**src/rtl/win_pkg.sv**
```systemverilog
`default_nettype none
// ============================================================================
//  Module      : win_pkg
//  Description : Shared definitions for the 3x3 window stream generator:
//                window geometry, packed-slice index helper and FSM states.
//  Revision    : 1.0 - initial release
// ============================================================================
package win_pkg;

    localparam int WIN_K = 3;             // window edge length
    localparam int WIN_N = WIN_K * WIN_K; // pixels per window

    // Slice index of window pixel (r,c) inside the packed window bus.
    // r=0 is the oldest row and c=0 the oldest column, so k=0 is top-left.
    function automatic int idx(input int r, input int c);
        return WIN_K * r + c;
    endfunction

    typedef enum logic [0:0] {
        IDLE = 1'b0,
        RUN  = 1'b1
    } state_t;

endpackage
`default_nettype wire

```
**src/rtl/win3x3_stream_gen_if.sv**
```systemverilog
`default_nettype none
// ============================================================================
//  Module      : win3x3_stream_gen_if
//  Description : Bus bundle of the 3x3 window stream generator: frame
//                configuration, pixel input handshake, window output
//                handshake and status.
//  Ports       : slave  - the generator (pixels in, windows out)
//                master - the environment driving pixels / taking windows
//  Revision    : 1.0 - initial release
// ============================================================================
interface win3x3_stream_gen_if
    import win_pkg::*;
#(
    parameter int DATA_W = 8,
    parameter int MAX_W  = 256,
    parameter int MAX_H  = 256
) ();

    localparam int WB = $clog2(MAX_W + 1);
    localparam int HB = $clog2(MAX_H + 1);

    logic [WB-1:0]           cfg_width;
    logic [HB-1:0]           cfg_height;
    logic                    in_valid;
    logic                    in_ready;
    logic [DATA_W-1:0]       in_data;
    logic                    in_sof;
    logic                    out_valid;
    logic                    out_ready;
    logic [WIN_N*DATA_W-1:0] out_win;
    logic                    out_last;
    logic                    busy;
    logic                    err_cfg;

    modport slave (
        input  cfg_width, cfg_height, in_valid, in_data, in_sof, out_ready,
        output in_ready, out_valid, out_win, out_last, busy, err_cfg
    );

    modport master (
        output cfg_width, cfg_height, in_valid, in_data, in_sof, out_ready,
        input  in_ready, out_valid, out_win, out_last, busy, err_cfg
    );

endinterface
`default_nettype wire

```
**src/rtl/line_buf_ram.sv**
```systemverilog
`default_nettype none
// ============================================================================
//  Module      : line_buf_ram
//  Description : Single-port line buffer, DEPTH x DATA_W. Combinational read
//                of the addressed word, synchronous write, so a read in the
//                write cycle returns the pre-write contents. Not reset.
//  Ports       : clk     - clock
//                i_we    - write enable
//                i_addr  - shared read/write address
//                i_wdata - write data
//                o_rdata - read data (current contents at i_addr)
//  Revision    : 1.0 - initial release
// ============================================================================
module line_buf_ram #(
    parameter int DATA_W = 8,
    parameter int DEPTH  = 256,
    parameter int AW     = 8
) (
    input  wire logic              clk,
    input  wire logic              i_we,
    input  wire logic [AW-1:0]     i_addr,
    input  wire logic [DATA_W-1:0] i_wdata,
    output logic      [DATA_W-1:0] o_rdata
);

    logic [DATA_W-1:0] r_mem [0:DEPTH-1];

    always_ff @(posedge clk) begin
        if (i_we) begin
            r_mem[i_addr] <= i_wdata;
        end
    end

    assign o_rdata = r_mem[i_addr];

endmodule
`default_nettype wire

```
**src/rtl/win3x3_stream_gen.sv**
```systemverilog
`default_nettype none
// ============================================================================
//  Module      : win3x3_stream_gen
//  Description : Streaming 3x3 neighbourhood generator. Raster pixels come in
//                over valid/ready; the two previous rows live in two line
//                buffers; one packed window is emitted per interior position
//                through a single output register stage with backpressure.
//                Frame width/height are latched when the sof pixel is taken.
//  Ports       : clk   - clock
//                rst_n - synchronous active-low reset
//                bus   - slave side of win3x3_stream_gen_if:
//                        cfg_width/cfg_height  frame size (3..MAX)
//                        in_valid/in_ready/in_data/in_sof  pixel input
//                        out_valid/out_ready/out_win/out_last  window output
//                        busy (frame in progress), err_cfg (reject pulse)
//  Revision    : 1.0 - initial release
// ============================================================================
module win3x3_stream_gen
    import win_pkg::*;
#(
    parameter int DATA_W = 8,
    parameter int MAX_W  = 256,
    parameter int MAX_H  = 256
) (
    input  wire logic          clk,
    input  wire logic          rst_n,
    win3x3_stream_gen_if.slave bus
);

    localparam int WB = $clog2(MAX_W + 1);
    localparam int HB = $clog2(MAX_H + 1);
    localparam int AW = (MAX_W > 1) ? $clog2(MAX_W) : 1;

    localparam logic [WB-1:0] c_MIN_W = WB'(3);
    localparam logic [WB-1:0] c_MAX_W = WB'(MAX_W);
    localparam logic [HB-1:0] c_MIN_H = HB'(3);
    localparam logic [HB-1:0] c_MAX_H = HB'(MAX_H);

    // ------------------------------------------------------------------
    // Declarations
    // ------------------------------------------------------------------
    state_t r_state;
    state_t w_next_state;
    logic   w_busy;

    logic [WB-1:0] r_w;
    logic [HB-1:0] r_h;
    logic [WB-1:0] r_col;
    logic [HB-1:0] r_row;

    logic [WB-1:0] w_w;
    logic [HB-1:0] w_h;
    logic [WB-1:0] w_col;
    logic [HB-1:0] w_row;

    logic w_in_ready;
    logic w_acc;
    logic w_sof_acc;
    logic w_cfg_ok;
    logic w_process;
    logic w_at_eol;
    logic w_at_eof;
    logic w_load;

    logic [DATA_W-1:0] w_lb0_rd;
    logic [DATA_W-1:0] w_lb1_rd;

    // Window columns 1 and 2 of the running window; column 0 is implicit
    // because it is discarded on every shift.
    logic [WIN_K-1:0][DATA_W-1:0] r_c1;
    logic [WIN_K-1:0][DATA_W-1:0] r_c2;
    logic [WIN_K-1:0][DATA_W-1:0] w_newcol;
    logic [WIN_N*DATA_W-1:0]      w_upd;

    logic                    r_out_valid;
    logic [WIN_N*DATA_W-1:0] r_out_win;
    logic                    r_out_last;
    logic                    r_err_cfg;

    // ------------------------------------------------------------------
    // Handshake and pixel qualification
    // ------------------------------------------------------------------
    assign w_in_ready = ~r_out_valid | bus.out_ready;
    assign w_acc      = bus.in_valid & w_in_ready;
    assign w_sof_acc  = w_acc & bus.in_sof;

    assign w_cfg_ok = (bus.cfg_width  >= c_MIN_W) && (bus.cfg_width  <= c_MAX_W) &&
                      (bus.cfg_height >= c_MIN_H) && (bus.cfg_height <= c_MAX_H);

    // An sof pixel always restarts at (0,0) with the live cfg, whatever the
    // state; other pixels only count while a frame is running.
    assign w_process = w_sof_acc ? w_cfg_ok : (w_acc & w_busy);

    assign w_col = w_sof_acc ? '0 : r_col;
    assign w_row = w_sof_acc ? '0 : r_row;
    assign w_w   = w_sof_acc ? bus.cfg_width  : r_w;
    assign w_h   = w_sof_acc ? bus.cfg_height : r_h;

    assign w_at_eol = (w_col == w_w - WB'(1));
    assign w_at_eof = w_at_eol && (w_row == w_h - HB'(1));

    // Gating on col>=2 drops the two wrap positions at each row start, so a
    // window never mixes columns of different rows.
    assign w_load = w_process && (w_row >= HB'(2)) && (w_col >= WB'(2));

    // ------------------------------------------------------------------
    // FSM: state register
    // ------------------------------------------------------------------
    always_ff @(posedge clk) begin
        if (!rst_n) begin
            r_state <= IDLE;
        end else begin
            r_state <= w_next_state;
        end
    end

    // ------------------------------------------------------------------
    // FSM: next-state logic
    // ------------------------------------------------------------------
    always_comb begin
        w_next_state = r_state;
        unique case (r_state)
            IDLE: begin
                // A legal sof cannot also be the last pixel (min frame 3x3).
                if (w_process) begin
                    w_next_state = RUN;
                end
            end
            RUN: begin
                if (w_sof_acc && !w_cfg_ok) begin
                    w_next_state = IDLE;
                end else if (w_process && w_at_eof) begin
                    w_next_state = IDLE;
                end
            end
            default: w_next_state = IDLE;
        endcase
    end

    // ------------------------------------------------------------------
    // FSM: outputs
    // ------------------------------------------------------------------
    always_comb begin
        w_busy = 1'b0;
        unique case (r_state)
            IDLE:    w_busy = 1'b0;
            RUN:     w_busy = 1'b1;
            default: w_busy = 1'b0;
        endcase
    end

    // ------------------------------------------------------------------
    // Line buffers: lb0 holds the previous row, lb1 the one before it.
    // Both are addressed by the current column; lb1 takes lb0's old word.
    // ------------------------------------------------------------------
    line_buf_ram #(
        .DATA_W (DATA_W),
        .DEPTH  (MAX_W),
        .AW     (AW)
    ) u_lb0 (
        .clk     (clk),
        .i_we    (w_process),
        .i_addr  (w_col[AW-1:0]),
        .i_wdata (bus.in_data),
        .o_rdata (w_lb0_rd)
    );

    line_buf_ram #(
        .DATA_W (DATA_W),
        .DEPTH  (MAX_W),
        .AW     (AW)
    ) u_lb1 (
        .clk     (clk),
        .i_we    (w_process),
        .i_addr  (w_col[AW-1:0]),
        .i_wdata (w_lb0_rd),
        .o_rdata (w_lb1_rd)
    );

    // ------------------------------------------------------------------
    // Window assembly: incoming column is {row-2, row-1, current pixel}
    // ------------------------------------------------------------------
    assign w_newcol[0] = w_lb1_rd;
    assign w_newcol[1] = w_lb0_rd;
    assign w_newcol[2] = bus.in_data;

    for (genvar gr = 0; gr < WIN_K; gr++) begin : g_win_row
        assign w_upd[idx(gr, 0)*DATA_W +: DATA_W] = r_c1[gr];
        assign w_upd[idx(gr, 1)*DATA_W +: DATA_W] = r_c2[gr];
        assign w_upd[idx(gr, 2)*DATA_W +: DATA_W] = w_newcol[gr];
    end

    // ------------------------------------------------------------------
    // Position counters, latched geometry and window shift register
    // ------------------------------------------------------------------
    always_ff @(posedge clk) begin
        if (!rst_n) begin
            r_w   <= '0;
            r_h   <= '0;
            r_col <= '0;
            r_row <= '0;
            r_c1  <= '0;
            r_c2  <= '0;
        end else begin
            if (w_sof_acc && w_cfg_ok) begin
                r_w <= bus.cfg_width;
                r_h <= bus.cfg_height;
            end
            if (w_process) begin
                r_c1 <= r_c2;
                r_c2 <= w_newcol;
                if (w_at_eof) begin
                    r_col <= '0;
                    r_row <= '0;
                end else if (w_at_eol) begin
                    r_col <= '0;
                    r_row <= w_row + HB'(1);
                end else begin
                    r_col <= w_col + WB'(1);
                    r_row <= w_row;
                end
            end else if (w_sof_acc) begin
                // Rejected sof: park the position at the frame origin.
                r_col <= '0;
                r_row <= '0;
            end
        end
    end

    // ------------------------------------------------------------------
    // Output register stage
    // ------------------------------------------------------------------
    always_ff @(posedge clk) begin
        if (!rst_n) begin
            r_out_valid <= 1'b0;
            r_out_win   <= '0;
            r_out_last  <= 1'b0;
            r_err_cfg   <= 1'b0;
        end else begin
            r_err_cfg <= w_sof_acc & ~w_cfg_ok;
            if (w_load) begin
                r_out_valid <= 1'b1;
                r_out_win   <= w_upd;
                r_out_last  <= w_at_eof;
            end else if (bus.out_ready) begin
                r_out_valid <= 1'b0;
            end
        end
    end

    assign bus.in_ready  = w_in_ready;
    assign bus.out_valid = r_out_valid;
    assign bus.out_win   = r_out_win;
    assign bus.out_last  = r_out_last;
    assign bus.busy      = w_busy;
    assign bus.err_cfg   = r_err_cfg;

endmodule
`default_nettype wire

```
**src/flat_wrapper.sv**
```systemverilog
// flat-port wrapper written by rule: the top's interface ports become plain ports
module win3x3_stream_gen_flat import win_pkg::*;
#(
    parameter int DATA_W = 8,
    parameter int MAX_W  = 256,
    parameter int MAX_H  = 256
)
  (clk, rst_n, bus_cfg_width, bus_cfg_height, bus_in_valid, bus_in_data, bus_in_sof, bus_out_ready, bus_in_ready, bus_out_valid, bus_out_win, bus_out_last, bus_busy, bus_err_cfg);
  win3x3_stream_gen_if #(.DATA_W(DATA_W), .MAX_W(MAX_W), .MAX_H(MAX_H)) bus_i ();
  input  wire logic clk;
  input  wire logic rst_n;
  input wire logic [$bits(bus_i.cfg_width)-1:0] bus_cfg_width;
  input wire logic [$bits(bus_i.cfg_height)-1:0] bus_cfg_height;
  input wire logic [$bits(bus_i.in_valid)-1:0] bus_in_valid;
  input wire logic [$bits(bus_i.in_data)-1:0] bus_in_data;
  input wire logic [$bits(bus_i.in_sof)-1:0] bus_in_sof;
  input wire logic [$bits(bus_i.out_ready)-1:0] bus_out_ready;
  output wire logic [$bits(bus_i.in_ready)-1:0] bus_in_ready;
  output wire logic [$bits(bus_i.out_valid)-1:0] bus_out_valid;
  output wire logic [$bits(bus_i.out_win)-1:0] bus_out_win;
  output wire logic [$bits(bus_i.out_last)-1:0] bus_out_last;
  output wire logic [$bits(bus_i.busy)-1:0] bus_busy;
  output wire logic [$bits(bus_i.err_cfg)-1:0] bus_err_cfg;
  assign bus_i.cfg_width = bus_cfg_width;
  assign bus_i.cfg_height = bus_cfg_height;
  assign bus_i.in_valid = bus_in_valid;
  assign bus_i.in_data = bus_in_data;
  assign bus_i.in_sof = bus_in_sof;
  assign bus_i.out_ready = bus_out_ready;
  assign bus_in_ready = bus_i.in_ready;
  assign bus_out_valid = bus_i.out_valid;
  assign bus_out_win = bus_i.out_win;
  assign bus_out_last = bus_i.out_last;
  assign bus_busy = bus_i.busy;
  assign bus_err_cfg = bus_i.err_cfg;
  win3x3_stream_gen #(.DATA_W(DATA_W), .MAX_W(MAX_W), .MAX_H(MAX_H)) u_core (.clk(clk), .rst_n(rst_n), .bus(bus_i));
endmodule
```
**config.mk**
```make
export PLATFORM = sky130hd
export DESIGN_NAME = win3x3_stream_gen_flat
export DESIGN_NICKNAME = d
export VERILOG_FILES = /design/src/rtl/win_pkg.sv /design/src/rtl/win3x3_stream_gen_if.sv /design/src/rtl/line_buf_ram.sv /design/src/rtl/win3x3_stream_gen.sv /design/src/flat_wrapper.sv
export SDC_FILE = /design/constraint.sdc
export NUM_CORES = 2
export LEC_CHECK = 0
export CORE_MARGIN = 4
export CORE_UTILIZATION = 28
export CTS_BUF_LIST = sky130_fd_sc_hd__clkbuf_8
export CTS_CLUSTER_DIAMETER = 30
export DETAILED_ROUTE_END_ITERATION = 12
export HOLD_SLACK_MARGIN = 0.05
export MAX_ROUTING_LAYER = met4
export PLACE_DENSITY = 0.45
export SKIP_CTS_REPAIR_TIMING = 1
export SYNTH_ARGS = -nofsm -noshare
export SYNTH_HDL_FRONTEND = slang
export SYNTH_SLANG_ARGS = --single-unit
```
**constraint.sdc**
```tcl
create_clock -name clk -period 20.3 [get_ports clk]
set_input_delay 3.045 -clock clk [delete_from_list [all_inputs] [get_ports clk]]
set_output_delay 3.045 -clock clk [all_outputs]
set_load 0.02 [all_outputs]
```
Yosys cells after proc, flatten, opt, wreduce, memory -nomap -nowiden
Memory sizes are Yosys's and may differ from the RTL's.
Index checks and enable logic that the tools add are counted.

storage, ports and cells
  register bits = 160
  bits in writable memories = 4096
  input bits = 31
  output and inout port bits = 77
  word-level logic and storage cells = 67
  memories kept = 2

operators by class
  $add $sub $neg = 4
  order comparisons = 6
  equality and inequality tests = 2
  multiplexer cells = 19
  bitwise gates (word level) = 8
  reduce and logical (&&, ||, !) cells = 11

memories
  memory              depth  width  rd ports  clocked after Yosys merged registers in  wr ports  line                text
  u_core.u_lb0.r_mem  256    8      1         0                                        1         line_buf_ram.sv:26  logic [DATA_W-1:0] r_mem [0:DEPTH-1];
  u_core.u_lb1.r_mem  256    8      1         0                                        1         line_buf_ram.sv:26

operator list
  kind                 count
  $mux 9               10
  $ge 9x2->1 const B   4
  $add 9x1->9 const B  2
  $eq 9x9->1           2
  $le 9x9->1 const B   2
  $sub 9x1->9 const B  2
  $logic_and 1x1->1    9
  $mux 1               7
  $and 1x1->1          4
  $pmux 1 s2           2
  $not 1->1            3
  $reduce_bool 2->1    1
  $logic_not 1->1      1
  $or 1x1->1           1

Logic depth before layout (Yosys ltp)
  word-level depth = 12
  depth in mapped cells = 17
  depth with buffers taken out = 13

By module
From an unflattened synthesis, not the netlist that was laid out.

unflattened totals
  cell total of the unflattened synthesis = 7966
  area total of the unflattened synthesis = 163907.2 µm²

by module, submodules not included
  module             times used  cells an instance  area each (µm²)  seq. area each (µm²)
  line_buf_ram       2           3539               78332.6          61499.0
  win3x3_stream_gen  1           888                7241.9           3203.1

Least setup slack after synthesis
Ideal clock, no wire load.

  kind = input -> register
  from = input port bus_out_ready
  to = memory u_core.u_lb1.r_mem[0][5], data pin
  library setup time = 2.283 ns
  arrival time = 15.215 ns
  required time = 18.017 ns
  path slack = 2.802 ns
  stages on the path = 12
  buffers on the path = 3
  cell sequence = nor2b_2 -> inv_2 -> buf_4 -> a211oi_4 -> buf_4 -> buf_2 -> o21ai_1 -> a21oi_1 -> nor4_1 -> o22ai_1 -> nor4_1 -> o32ai_1

on the way
  word-level cells in the longest chain between the ends = 5

ends and longest elaborated chain
  element                      line                     text
  from (decl)                  flat_wrapper.sv:17       input wire logic [$bits(bus_i.out_ready)-1:0] bus_out_ready;
  $or 1x1->1                   win3x3_stream_gen.sv:83  assign w_in_ready = ~r_out_valid | bus.out_ready;
  $and 1x1->1                  win3x3_stream_gen.sv:84  assign w_acc = bus.in_valid & w_in_ready;
  $and 1x1->1                  win3x3_stream_gen.sv:85  assign w_sof_acc = w_acc & bus.in_sof;
  $mux 9                       n/a
  $mem_v2 256x8                n/a
  net u_core.u_lb0.o_rdata[5]  line_buf_ram.sv:23       output logic [DATA_W-1:0] o_rdata
  to (decl)                    line_buf_ram.sv:26

The timed path passes the listed nets, and every way through them passes these cells.

Final worst setup path
  from = input port bus_out_ready
  to = memory u_core.u_lb1.r_mem[28][7], data pin

The elaborated chain is that of the path after synthesis.

==> results.cfg <==
[detailed_routing]
viasPerCell = 5.07
ant_nets = 0
wl_per_cell_um = 28.7
wl_um = 599000
drc_errors = 0
drt-pass1-iter-count = 6
drtIter0Drc = 11600
vias = 106000

[pwr]
p_int_mw = 16.0
p_sw_mw = 4.63
p_sw_share_pct = 22.5
power_density_nw_per_um2 = 102
p_seq_share_pct = 46.8
power_frac_comb_pct = 2.8
clock_power_share_pct = 50.4
p_leak_nw = 65.1
ir_drop_mv = 0.0696

[logic_synthesis]
synth_cells = 11300
syn_area_um2 = 169000
synth_flop_cell = edfxtp_1
syn_nets = 11300
synth-seq-area-share_pct = 74.8
synthMuxAreaShare_pct = 6.22
synth-edff-count = 4096
synth-async-reset-ratio_pct = 0
synth_compound_area_share_pct = 11.0
synth-seq-cells = 4256
synth_xor_xnor_area_share_pct = 0.192
yosysWarnings = 0
synth_cell_types = 83
synthAdderAreaFrac_pct = 0.0593
synthSimpleGateAreaFrac_pct = 5.50
synth_top_family_by_area = compound AO/OA/AOI/OAI gates
avgSynthCellArea_um2 = 15.0

[floorplanning]
die-area_um2 = 615000
die_w_um = 784
ioPinCount = 108
start_util_pct = 28.2
die_h_um = 784
fp-row-count = 284
core_region_area_um2 = 599000

[cells_and_area]
mostFrequentLayoutCell = edfxtp_1
syn_to_final_growth_pct = 20.2
drive_gt1_share_pct = 20.2
fillerInstances = 58600
final_cell_area_um2 = 203000
nets = 12100
layout_common_cells = edfxtp_1, nand2_1, a21oi_1

[outcome]
status = complete, but fails checks
violations = capacitance limit, slew limit

[global_routing]
grt_overflow = 0
antenna_found_initial = 52
grt_pass1_vias = 104000
grt_start_max_net_pins = 193
grt.total_usage_pct = 19.3
grt_pass1_wl_um = 831000

[worst_setup_path]
path_class = input port to flip-flop
start_kind = input port
cp-end-kind = flip-flop
crit_arrival_ps = 11100
cp_max_fo = 81
crit_required_ps = 21250

[sta]
fin_crit_ps = 10150
setup_violations = 0
finalHoldViolCount = 0
tightest_slew_ps = 1490
clock-skew-final_ps = 99.5
rsz0062_at_grt = false
maxSlewHeadroom_pct = -0.0306
max_freq_mhz = 98.5
timing.final.crit_share_pct = 50.0
tns_ps = 0
worst_slack_ps = 10150
slew_viol_final = 1

[cts]
clkTransAtPathRegs_ps = 50
numCtsBuffers = 946
clk-insertion-delay-late_ps = 1330
clockRootBuffer = clkbuf_8
cts_tree = built
clock_sinks = 4256
clock_path_buffers = 4
cts_htree_levels = 6

[place]
dpl_cell_area_um2 = 182000
dp_hpwl_um = 337000
place_congestion = 0.818
portBuffers = 107
detailedPlace.worstSlack_ps = 8960

[run]
maxCapViolCount = 1

[worst_hold_path]
hp-class = flip-flop to flip-flop
-- power by group through the flow --
stage	Combinational (mW)	Clock (mW)	Sequential, mW
6_report	0.577	10.4	9.65
5_1_grt	0.617	11.1	9.65
4_1_cts	0.584	10.6	9.65
3_5_place_dp	0.582	0	9.83
3_3_place_gp	0.580	0	9.83
2_1_floorplan	0.294	0	9.86
-- cells in the mapped netlist (all sizes together), types with 11 or more instances --
| master | count | share of area (%) |
|---|---|---|
| dfxtp | 160 | 1.9 |
| a31oi | 153 | 0.57 |
| mux2i | 599 | 3.6 |
| o21ba | 11 | 0.065 |
| o31ai | 11 | 0.049 |
| a221oi | 55 | 0.29 |
| o21ai | 443 | 1.3 |
| o41ai | 22 | 0.11 |
| nor2b | 170 | 0.63 |
| nor3 | 23 | 0.080 |
| a22oi | 689 | 3.1 |
| nor2 | 310 | 0.69 |
| a211oi | 193 | 0.87 |
| and2 | 57 | 0.21 |
| xnor2 | 27 | 0.14 |
| buf | 555 | 1.6 |
| o211ai | 31 | 0.14 |
| a21boi | 95 | 0.42 |
| and3 | 11 | 0.041 |
| nand3 | 111 | 0.33 |
| o22ai | 63 | 0.24 |
| a21oi | 1163 | 3.5 |
| nand2 | 1319 | 2.9 |
| nand4 | 15 | 0.056 |
| mux4 | 16 | 0.21 |
| inv | 23 | 0.051 |
| o221ai | 11 | 0.057 |
| clkbuf | 255 | 0.57 |
| mux2 | 368 | 2.5 |
| edfxtp | 4096 | 73 |
| nor4 | 87 | 0.34 |
| a41oi | 12 | 0.062 |
-- worst max-delay path: stages --
cell	delay (ps)
clkdlybuf4s50_1	460
nor2b_4	130
buf_4	310
inv_2	400
nand2_8	570
nand2_1	200
buf_4	310
nor2_2	980
nand2_1	1000
a21oi_1	1170
nor3_2	360
nand3_4	450
buf_4	830
buf_4	660
-- worst paths after layout --
kind,start,depth (start not counted),slack [ps],end
max,bus_out_ready,14,10150,u_core.u_lb1.r_mem[28][7]$_DFFE_PP_
min,u_core.r_c1[10]$_SDFFE_PN0P_,2,460,u_core.bus.out_win[26]$_SDFFE_PN0P_
max reg2reg,u_core.r_col[0]$_SDFF_PN0_,12,11840,u_core.u_lb1.r_mem[173][0]$_DFFE_PP_
min reg2reg,u_core.r_c1[10]$_SDFFE_PN0P_,2,460,u_core.bus.out_win[26]$_SDFFE_PN0P_
-- per-layer routing --
metal,wire [um],vias up,track usage [%]
met5,0,-,-
met4,16600,0,5.52
met2,272000,4255,29.4
li1,-,45600,-
met1,267000,55200,26.6
met3,43400,862,3.40
-- stage by stage --
stage	hold WS [ps]	util, %	total power [mW]	instances
final	457	33.8	20.6	20900
after floorplan	441	-	10.2	11300
after global routing	481	33.8	21.3	20900
after detailed placement	458	30.3	10.4	19100
after CTS	466	33.8	20.8	20900
after global placement	452	30.3	10.4	19100
-- state kept, by name (all words and copies together), names as in the netlist --
signal / cells
u_core.r_c1: 24
u_core.r_c2: 24
u_core.u_lb1.r_mem: 2048
u_core.r_col: 9
u_core.r_row: 9
u_core.u_lb0.r_mem: 2048
u_core.r_state: 1
u_core.r_h: 9
u_core.r_w: 9
u_core.bus.out_valid: 1
u_core.bus.out_win: 72
u_core.bus.err_cfg: 1
u_core.bus.out_last: 1
-- cells by family after synthesis --
kind of cell / Yosys count
compound gates: 3013
xor+xnor: 37
fa+ha+maj: 8
buf+inv: 834
flops: 4256
mux: 983
simple gates: 2143
-- final cells by class --
cell class,count,area (um2),area share (%)
sequential,4256,126000,62.2
multi-input combinational,6184,40200,19.8
clock buffer,959,13200,6.51
tap,8008,10000,4.94
clock inverter,819,7700,3.80
timing repair buffer,625,5370,2.65
inverter,24,105,0.0518
antenna,23,57.6,0.0284
Note: power is estimated with default switching activity, not from simulation.
